--- src/rtl/imem_loader_pkg.sv ---
// imem_loader_pkg: loader FSM states, frame constants and instruction field positions
package imem_loader_pkg;
  typedef enum logic [3:0] {
    WAIT_SYNC, LEN_HI, LEN_LO, DATA_HI, DATA_LO, CSUM_HI, CSUM_LO, RUN, ERROR
  } loader_state_t;
  localparam logic [7:0] SYNC_BYTE = 8'hA5;
  localparam int LEN_W = 16;
  localparam int INSTR_W = 16;
  localparam int OPCODE_HI = 15;
  localparam int OPCODE_LO = 12;
  function automatic logic [OPCODE_HI-OPCODE_LO:0] opcode(input logic [INSTR_W-1:0] w);
    return w[OPCODE_HI:OPCODE_LO];
  endfunction
endpackage

--- src/rtl/imem_loader.sv ---
// imem_loader: framed byte stream -> instruction memory writes, XOR-verified, then CPU release
//   clk, reset (async active-low)
//   rx_valid/rx_data/rx_ready : host byte handshake
//   imem_we/imem_addr/imem_wdata : registered one-cycle word write
//   cpu_enable/load_done/load_err : registered load status
module imem_loader
  import imem_loader_pkg::*;
#(
  parameter int ADDR_W = 8,
  parameter int DATA_W = 16
) (
  input  logic              clk,
  input  logic              reset,
  input  logic              rx_valid,
  input  logic [7:0]        rx_data,
  output logic              rx_ready,
  output logic              imem_we,
  output logic [ADDR_W-1:0] imem_addr,
  output logic [DATA_W-1:0] imem_wdata,
  output logic              cpu_enable,
  output logic              load_done,
  output logic              load_err
);
  localparam logic [LEN_W:0] CAP = (LEN_W+1)'(2**ADDR_W);
  loader_state_t state_q, state_d;
  logic [ADDR_W:0] cnt_q, cnt_d, cnt_inc;
  logic [LEN_W-1:0] len_q, len_d, len_n;
  logic [7:0] hi_q, hi_d;
  logic [INSTR_W-1:0] csum_q, csum_d, word;
  logic we_q, we_d, en_q, en_d, done_q, done_d, err_q, err_d;
  logic [ADDR_W-1:0] addr_q, addr_d;
  logic [DATA_W-1:0] wdata_q, wdata_d;
  logic acc;
  assign rx_ready = state_q != RUN;
  assign acc = rx_valid && rx_ready;
  assign cnt_inc = cnt_q + 1'b1;
  assign len_n = {len_q[LEN_W-1:8], rx_data};
  // hi_q holds the high byte of either a data word or the received checksum
  assign word = {hi_q, rx_data};
  always_comb begin
    state_d = state_q;
    cnt_d = cnt_q;
    len_d = len_q;
    hi_d = hi_q;
    csum_d = csum_q;
    we_d = 1'b0;
    addr_d = addr_q;
    wdata_d = wdata_q;
    en_d = en_q;
    done_d = done_q;
    err_d = err_q;
    if (acc) begin
      case (state_q)
        WAIT_SYNC: state_d = rx_data == SYNC_BYTE ? LEN_HI : WAIT_SYNC;
        LEN_HI: begin
          len_d = {rx_data, 8'h00};
          state_d = LEN_LO;
        end
        LEN_LO: begin
          len_d = len_n;
          if ({1'b0, len_n} > CAP) begin
            err_d = 1'b1;
            state_d = ERROR;
          end else begin
            cnt_d = '0;
            csum_d = '0;
            state_d = len_n == '0 ? CSUM_HI : DATA_HI;
          end
        end
        DATA_HI: begin
          hi_d = rx_data;
          state_d = DATA_LO;
        end
        DATA_LO: begin
          we_d = 1'b1;
          addr_d = cnt_q[ADDR_W-1:0];
          wdata_d = word;
          csum_d = csum_q ^ word;
          cnt_d = cnt_inc;
          // counter is one bit wider than the address so N = 2^ADDR_W terminates
          state_d = LEN_W'(cnt_inc) == len_q ? CSUM_HI : DATA_HI;
        end
        CSUM_HI: begin
          hi_d = rx_data;
          state_d = CSUM_LO;
        end
        CSUM_LO: begin
          en_d = word == csum_q;
          done_d = word == csum_q;
          err_d = word != csum_q;
          state_d = word == csum_q ? RUN : ERROR;
        end
        ERROR: begin
          err_d = rx_data != SYNC_BYTE;
          state_d = rx_data == SYNC_BYTE ? LEN_HI : ERROR;
        end
        default: state_d = state_q;
      endcase
    end
  end
  always_ff @(posedge clk or negedge reset) begin
    if (!reset) begin
      state_q <= WAIT_SYNC;
      cnt_q <= '0;
      len_q <= '0;
      hi_q <= '0;
      csum_q <= '0;
      we_q <= 1'b0;
      addr_q <= '0;
      wdata_q <= '0;
      en_q <= 1'b0;
      done_q <= 1'b0;
      err_q <= 1'b0;
    end else begin
      state_q <= state_d;
      cnt_q <= cnt_d;
      len_q <= len_d;
      hi_q <= hi_d;
      csum_q <= csum_d;
      we_q <= we_d;
      addr_q <= addr_d;
      wdata_q <= wdata_d;
      en_q <= en_d;
      done_q <= done_d;
      err_q <= err_d;
    end
  end
  assign imem_we = we_q;
  assign imem_addr = addr_q;
  assign imem_wdata = wdata_q;
  assign cpu_enable = en_q;
  assign load_done = done_q;
  assign load_err = err_q;
endmodule

--- config.mk ---
export PLATFORM = sky130hd
export DESIGN_NAME = imem_loader
export DESIGN_NICKNAME = d
export VERILOG_FILES = /design/src/rtl/imem_loader_pkg.sv /design/src/rtl/imem_loader.sv
export SDC_FILE = /design/constraint.sdc
export NUM_CORES = 1
export LEC_CHECK = 0
export ABC_AREA = 1
export CAP_MARGIN = 20
export CELL_PAD_IN_SITES_DETAIL_PLACEMENT = 2
export CELL_PAD_IN_SITES_GLOBAL_PLACEMENT = 2
export CORE_MARGIN = 2
export CORE_UTILIZATION = 31
export DETAILED_ROUTE_END_ITERATION = 8
export PLACE_DENSITY = 0.76
export SLEW_MARGIN = 30
export SYNTH_ARGS = -nofsm -noshare
export SYNTH_HDL_FRONTEND = slang
export SYNTH_SLANG_ARGS = --single-unit
--- constraint.sdc ---
create_clock -name clk -period 1.5 [get_ports clk]
set_clock_uncertainty 0.05 [all_clocks]
set_input_delay 0.15 -clock clk [delete_from_list [all_inputs] [get_ports clk]]
set_output_delay 0.15 -clock clk [all_outputs]
set_load 0.03 [all_outputs]
==> results of run 1 <==
## cells in the final DEF (no fill, tap or decap), types with 9 or more instances in the layout
cell type / count
nand3_1: 33
nand2_2: 9
nand4_1: 10
inv_2: 10
inv_1: 36
nor2_1: 16
clkdlybuf4s50_1: 9
clkbuf_16: 10
dlygate4sd2_1: 28
buf_4: 80
nand2_1: 123
dfrtp_1: 78
o21ai_0: 32
o21ai_1: 12
buf_6: 11
o21ai_2: 18
## per-layer routing
layer	up-vias	GRT usage, %
met3	34	4.62
met2	94	49.4
met5	-	0
li1	1802	-
met4	0	10.5
met1	2112	32.3
## worst paths after layout
path	start	to	slack (ns)	cells past startpoint
worst max register to register	len_q[14]	cnt_q[6]	-0.45	9
worst min register to register	imem_wdata[13]	imem_wdata[13]	0.43	2
worst max-delay path	len_q[14]	cnt_q[6]	-0.45	9
worst min-delay path	reset	cnt_q[6]	0.22	2
max in group asynchronous	reset	imem_wdata[13]	0.66	3
min in group clk	imem_wdata[13]	imem_wdata[13]	0.43	2
## power groups by stage
| stage | combinational [mW] | clock [mW] | sequential (mW) |
|---|---|---|---|
| floorplan | 1.89 | 0 | 4.07 |
| global placement | 4.43 | 0 | 3.54 |
| detailed placement | 4.75 | 0 | 3.62 |
| CTS | 5.37 | 2.78 | 3.63 |
| global route | 6.34 | 2.91 | 3.82 |
| finish | 5.93 | 2.81 | 3.76 |
## registers in the layout, summed over array words and instances (netlist names), 4 cells and up
name        count
cnt_q           9
csum_q         16
hi_q            8
imem_addr       8
imem_wdata     16
len_q          16
state_q         4
## cells in the mapped netlist
library cell  count
xnor2_1           8
nor2_4            4
buf_4             4
o21ai_0          62
nand2_1         131
buf_6             3
nor2_1           24
nor2_2            1
nand3_1          39
nand2_4           1
nand3b_1          1
buf_2             3
a21oi_2           1
nand2_2           5
o21ai_1           5
inv_2             5
dfrtp_1          80
o22ai_1           4
ha_1              1
a21oi_1           1
nor3_1            3
a31oi_1           2
clkbuf_1          6
o21ai_4           1
o21a_1            1
nand4_1          10
o31ai_1           6
o31ai_2           2
xor2_1            8
inv_1            43
nand3_2           1
nor3_2            2
## worst max-delay path, stage by stage (launching register included)
cell	delay (ns)
dfrtp_1	0.41
nor2_1	0.19
nand2_1	0.12
nor2_4	0.18
nand2_1	0.10
nand2_2	0.12
o21ai_4	0.10
nor2_4	0.26
clkbuf_16	0.20
o21ai_1	0.08
## area by class of cell
type,count,area [um^2]
Clock buffer,11,233
Clock inverter,5,129
Fill cell,1281,6140
Inverter,48,188
Multi-Input combinational cell,324,1950
Sequential cell,80,2000
Tap cell,168,210
Timing Repair Buffer,140,1310
## cell families (layout without fill, tap and decap cells)
logic type	after synthesis	in the layout	synth area share, %
simple gates	222	222	25.3
compound gates	85	85	12.3
flops	80	80	51.3
buf+inv	64	204	7.21
xor+xnor	16	16	3.59
fa+ha+maj	1	1	0.321
## per-stage QoR
stage | hold WS, ns | setup TNS (ns)
global placement | 0.0552 | -11.69
floorplan | -0.196 | -0.272
CTS | 0.239 | -12.15
detailed placement | 0.0633 | -21.37
global route | 0.250 | -23.74
finish | 0.218 | -18.14
## repair_timing
action / in CTS / in global routing
buffers inserted: 9 / 3
cloned: 4 / 0
endpoints found under the setup margin: 108 / 81
pin swaps: 16 / 14
endpoints found under the hold margin: 26 / 0
hold buffers: 1 / 0
gates resized for setup: 129 / 30
==> results.json, run 1 <==
{
  "setup_viol_count_final": 80,
  "drc": 0,
  "synth_top_cell_by_area": "dfrtp_1",
  "met2_length_mm": 10.0,
  "stdcell_count": 776,
  "worstSetupPathType": "reg -> reg",
  "intPower_mw": 7.22,
  "cts_tree": "built",
  "netlist_instances": 468,
  "grt_max_degree": 31,
  "post-route-period-util_pct": 130,
  "drt-wirelength-per-cell_um": 24.0,
  "clk_latency_ns": 0.36,
  "design_area_um2": 6020,
  "first_iter_violations": 214,
  "cts.root.buffer_cell": "clkbuf_16",
  "rsz0062_at_grt": "true",
  "ys_types": 32,
  "synthDominantCellAreaShare_pct": 51.3,
  "p_leak_nw": 2.94,
  "gp_congestion": 0.805,
  "avgSynthCellArea_um2": 8.34,
  "grt_pass1_vias": 4594,
  "wl_met1_mm": 7.57,
  "yosysWarnings": 0,
  "p_clk_share_pct": 22.5,
  "die_h_um": 116,
  "place_ws_ns": -0.585,
  "clockBufferDepth": 2,
  "chipWidth_um": 116,
  "antenna_cells": 0,
  "dr_wl_met3_um": 461,
  "die_area_um2": 13500,
  "syn_nets": 480,
  "ys_seq_area_share_pct": 51.3,
  "cts_buffers": 9,
  "hp-class": "in -> async",
  "cp_max_fo": 4,
  "status": "finished with violations",
  "coreArea_um2": 12200,
  "via_count": 4042,
  "power.density_nw_per_um2": 2070,
  "ir_worst_vdd_uv": 632,
  "p_sw_share_pct": 42.2,
  "finalPower_mw": 12.5,
  "power_frac_comb_pct": 47.5,
  "start_util_pct": 32.1,
  "final_util_pct": 49.5,
  "drive_above_1_share_pct": 33.6,
  "cp-end-kind": "flip-flop",
  "cts.sinks": 80,
  "top_layer": "met4",
  "finalNetCount": 615,
  "worst_slack_ns": -0.447,
  "h-tree-depth": 3,
  "synthTopCellsByArea": "dfrtp_1, nand2_1, o21ai_0",
  "dp_cells": 743,
  "drv_cap": 0,
  "ios": 40,
  "violations": "setup timing",
  "rows": 40,
  "final.min_clock_period_ns": 1.95,
  "grt.total_usage_pct": 27.3,
  "ant_nets": 0,
  "clk_pin_slew_worst_paths_ns": 0.07,
  "io_buffers": 39,
  "max_slew_margin_pct": 72.2,
  "wl_mm": 18.6,
  "grt_pass1_wl_mm": 26.9,
  "areaGrowthSynthToFinish_pct": 54.3,
  "required_ns": 1.68,
  "sequentialPowerShare_pct": 30.1,
  "synth_area_um2": 3900,
  "via_per_inst": 5.21,
  "slew_violations": 0,
  "antenna_found_initial": 0,
  "hold_viol": 0,
  "crit_arrival_ns": 2.13,
  "hpwl_mm": 10.7,
  "drt_first_pass_iters": 4,
  "clock.fmax_ghz": 0.514,
  "ys_seq_elements": 80,
  "p_switching_mw": 5.27,
  "worst_pin_slew_ns": 0.417,
  "overflow": 0,
  "setup.worst_path.start_class": "flip-flop",
  "placedInstanceArea_um2": 5120
}
(Power assumes the default switching activity.)
==> run 2, diff against run 1 <==
- ABC_AREA: 1 -> 0
- CORE_UTILIZATION: 31 -> 32
- GPL_TIMING_DRIVEN: unset -> 0
==> run 2 against run 1 <==
Compared with the run above:
- synthesized cell count fell by 3.2%
- the run still ends with setup timing left
- sequential share of layout area fell by 0.14 points
- utilization rose by 0.57 points
- clock-buffer cell count rose by 1
- worst hold slack got worse by 0.11 ns
- non-clock buffer count fell by 30
- synthesized area rose by 2.2%
==> results.json, run 2 <==
{
  "status": "finished with violations",
  "violations": "setup timing",
  "antenna_found_initial": 0,
  "synthArstFlopShare_pct": 100,
  "synth-edff-count": 0,
  "p_leak_nw": 2.91,
  "drive_above_1_share_pct": 39.9,
  "clk_latency_ns": 0.34,
  "place_ws_ns": -0.810,
  "worst_pin_slew_ns": 0.638,
  "wl_mm": 16.8,
  "slew_violations": 0,
  "finalPower_mw": 9.19,
  "post-route-period-util_pct": 137,
  "dr_wl_met3_um": 340,
  "synth_area_um2": 3990,
  "ir_worst_vdd_uv": 721,
  "met2_length_mm": 9.00,
  "setup_viol_count_final": 70,
  "coreArea_um2": 12100,
  "final_util_pct": 50.1,
  "io_buffers": 31,
  "yosysWarnings": 0,
  "finalNetCount": 554,
  "die_h_um": 116,
  "chipWidth_um": 116,
  "via_per_inst": 5.28,
  "hold_viol": 0,
  "final_cell_mix": "dfrtp_1, nand2_1, o21ai_1",
  "cts.root.buffer_cell": "clkbuf_16",
  "drt-wirelength-per-cell_um": 23.5,
  "yosysMostFrequentCell": "nand2_1",
  "h-tree-depth": 3,
  "overflow": 0,
  "grt.total_usage_pct": 22.0,
  "ys_seq_elements": 80,
  "cp-end-kind": "flip-flop",
  "clockBufferDepth": 2,
  "setup.worst_path.start_class": "flip-flop",
  "clock.fmax_ghz": 0.488,
  "hpwl_mm": 8.75,
  "ant_nets": 0,
  "synth_top_cell_by_area": "dfrtp_1",
  "synthDominantCellAreaShare_pct": 50.2,
  "ys_types": 50,
  "drv_cap": 0,
  "gp_congestion": 0.811,
  "netlist_instances": 453,
  "worst_slack_ns": -0.549,
  "synthTopCellsByArea": "dfrtp_1, nand2_1, o21ai_1",
  "die_area_um2": 13400,
  "first_iter_violations": 178,
  "clk_pin_slew_worst_paths_ns": 0.06,
  "ios": 40,
  "power.density_nw_per_um2": 1520,
  "crit_arrival_ns": 2.20,
  "synth_flop_cell": "dfrtp_1",
  "max_slew_margin_pct": 57.5,
  "start_util_pct": 32.9,
  "synthTopCellsByCount": "nand2_1, dfrtp_1, o21ai_1",
  "top_layer": "met4",
  "cp_max_fo": 4,
  "dp_cells": 653,
  "wl_met1_mm": 6.93,
  "rrSetupSlack_ns": -0.55,
  "hp-class": "in -> reg",
  "cts.sinks": 80,
  "grt_max_degree": 63,
  "rows": 40,
  "grt_pass1_wl_mm": 22.5,
  "stdcell_count": 714,
  "via_count": 3769,
  "rsz0062_at_grt": "true",
  "ys_seq_area_share_pct": 50.2,
  "worstSetupPathType": "reg -> reg",
  "tns_ns": -17.35,
  "drc": 0,
  "final_common_cell": "dfrtp_1",
  "antenna_cells": 0,
  "drt_first_pass_iters": 4,
  "areaGrowthSynthToFinish_pct": 52.1,
  "cts_tree": "built",
  "syn_nets": 465,
  "required_ns": 1.65,
  "grt_pass1_vias": 4126,
  "avgSynthCellArea_um2": 8.81,
  "final.min_clock_period_ns": 2.05,
  "cts_buffers": 9
}
[run 2: logic make-up after synthesis]
logic type,synth area share [%]
and+or+nand+nor,22.6
AOI/OAI and AO/OA,13.6
DFF,50.2
buffers and inverters,4.36
xor gates and xnor gates,5.93
muxes,3.04
adders and majority gates,0.314
[run 2: stage by stage]
step,hold WS (ns),instance area (um^2)
finish,0.106,6070
global route,0.125,6070
CTS,0.0923,5370
detailed placement,-0.0401,4730
global placement,0.406,4700
floorplan,-0.196,4180
[run 2: critical path, cell delays in order (launching register included)]
cell and delay [ns]:
dfrtp_2 0.42, ha_4 0.18, nand3_4 0.11, or4_4 0.42, a21o_1 0.18, o311a_1 0.16, nor4b_4 0.27, o211ai_1 0.13
[run 2: final cells by class]
cell class                 count  area [um^2]
timing repair buffer          81          832
clock buffer                  12          256
fill                        1268         6040
inverter                       5         40.0
buffer                        29          269
tap                          168          210
clock inverter                 3         17.5
sequential                    80         2010
multi-input combinational    336         2430
[run 2: where the power goes]
| part | total (mW) | internal [mW] | switching, mW |
|---|---|---|---|
| clock network | 2.11 | 1.20 | 0.910 |
| registers | 3.47 | 2.78 | 0.696 |
| logic | 3.61 | 1.60 | 2.01 |
| total | 9.19 | 5.57 | 3.62 |
[run 2: path summary, 6_finish.rpt]
kind | startpoint | cells past startpoint | end
max in group asynchronous | reset | 3 | state_q[1]
min | rx_data[1] | 3 | imem_wdata[1]
min reg2reg | imem_addr[4] | 2 | imem_addr[4]
max reg2reg | cnt_q[0] | 7 | state_q[1]
min in group asynchronous | reset | 2 | imem_addr[6]
max | cnt_q[0] | 7 | state_q[1]
[run 2: what timing repair did]
item	in CTS	in global routing
endpoints found under the setup margin	109	81
buffers inserted	27	16
pin swaps	15	43
gates resized for setup	83	140
cloned	0	5
hold endpoints to repair	80	0
hold buffers	1	0
[run 2: layer usage]
layer	vias up	track usage [%]
met4	0	6.98
li1	1699	-
met1	1973	27.3
met3	34	2.72
met5	-	0
met2	63	39.8
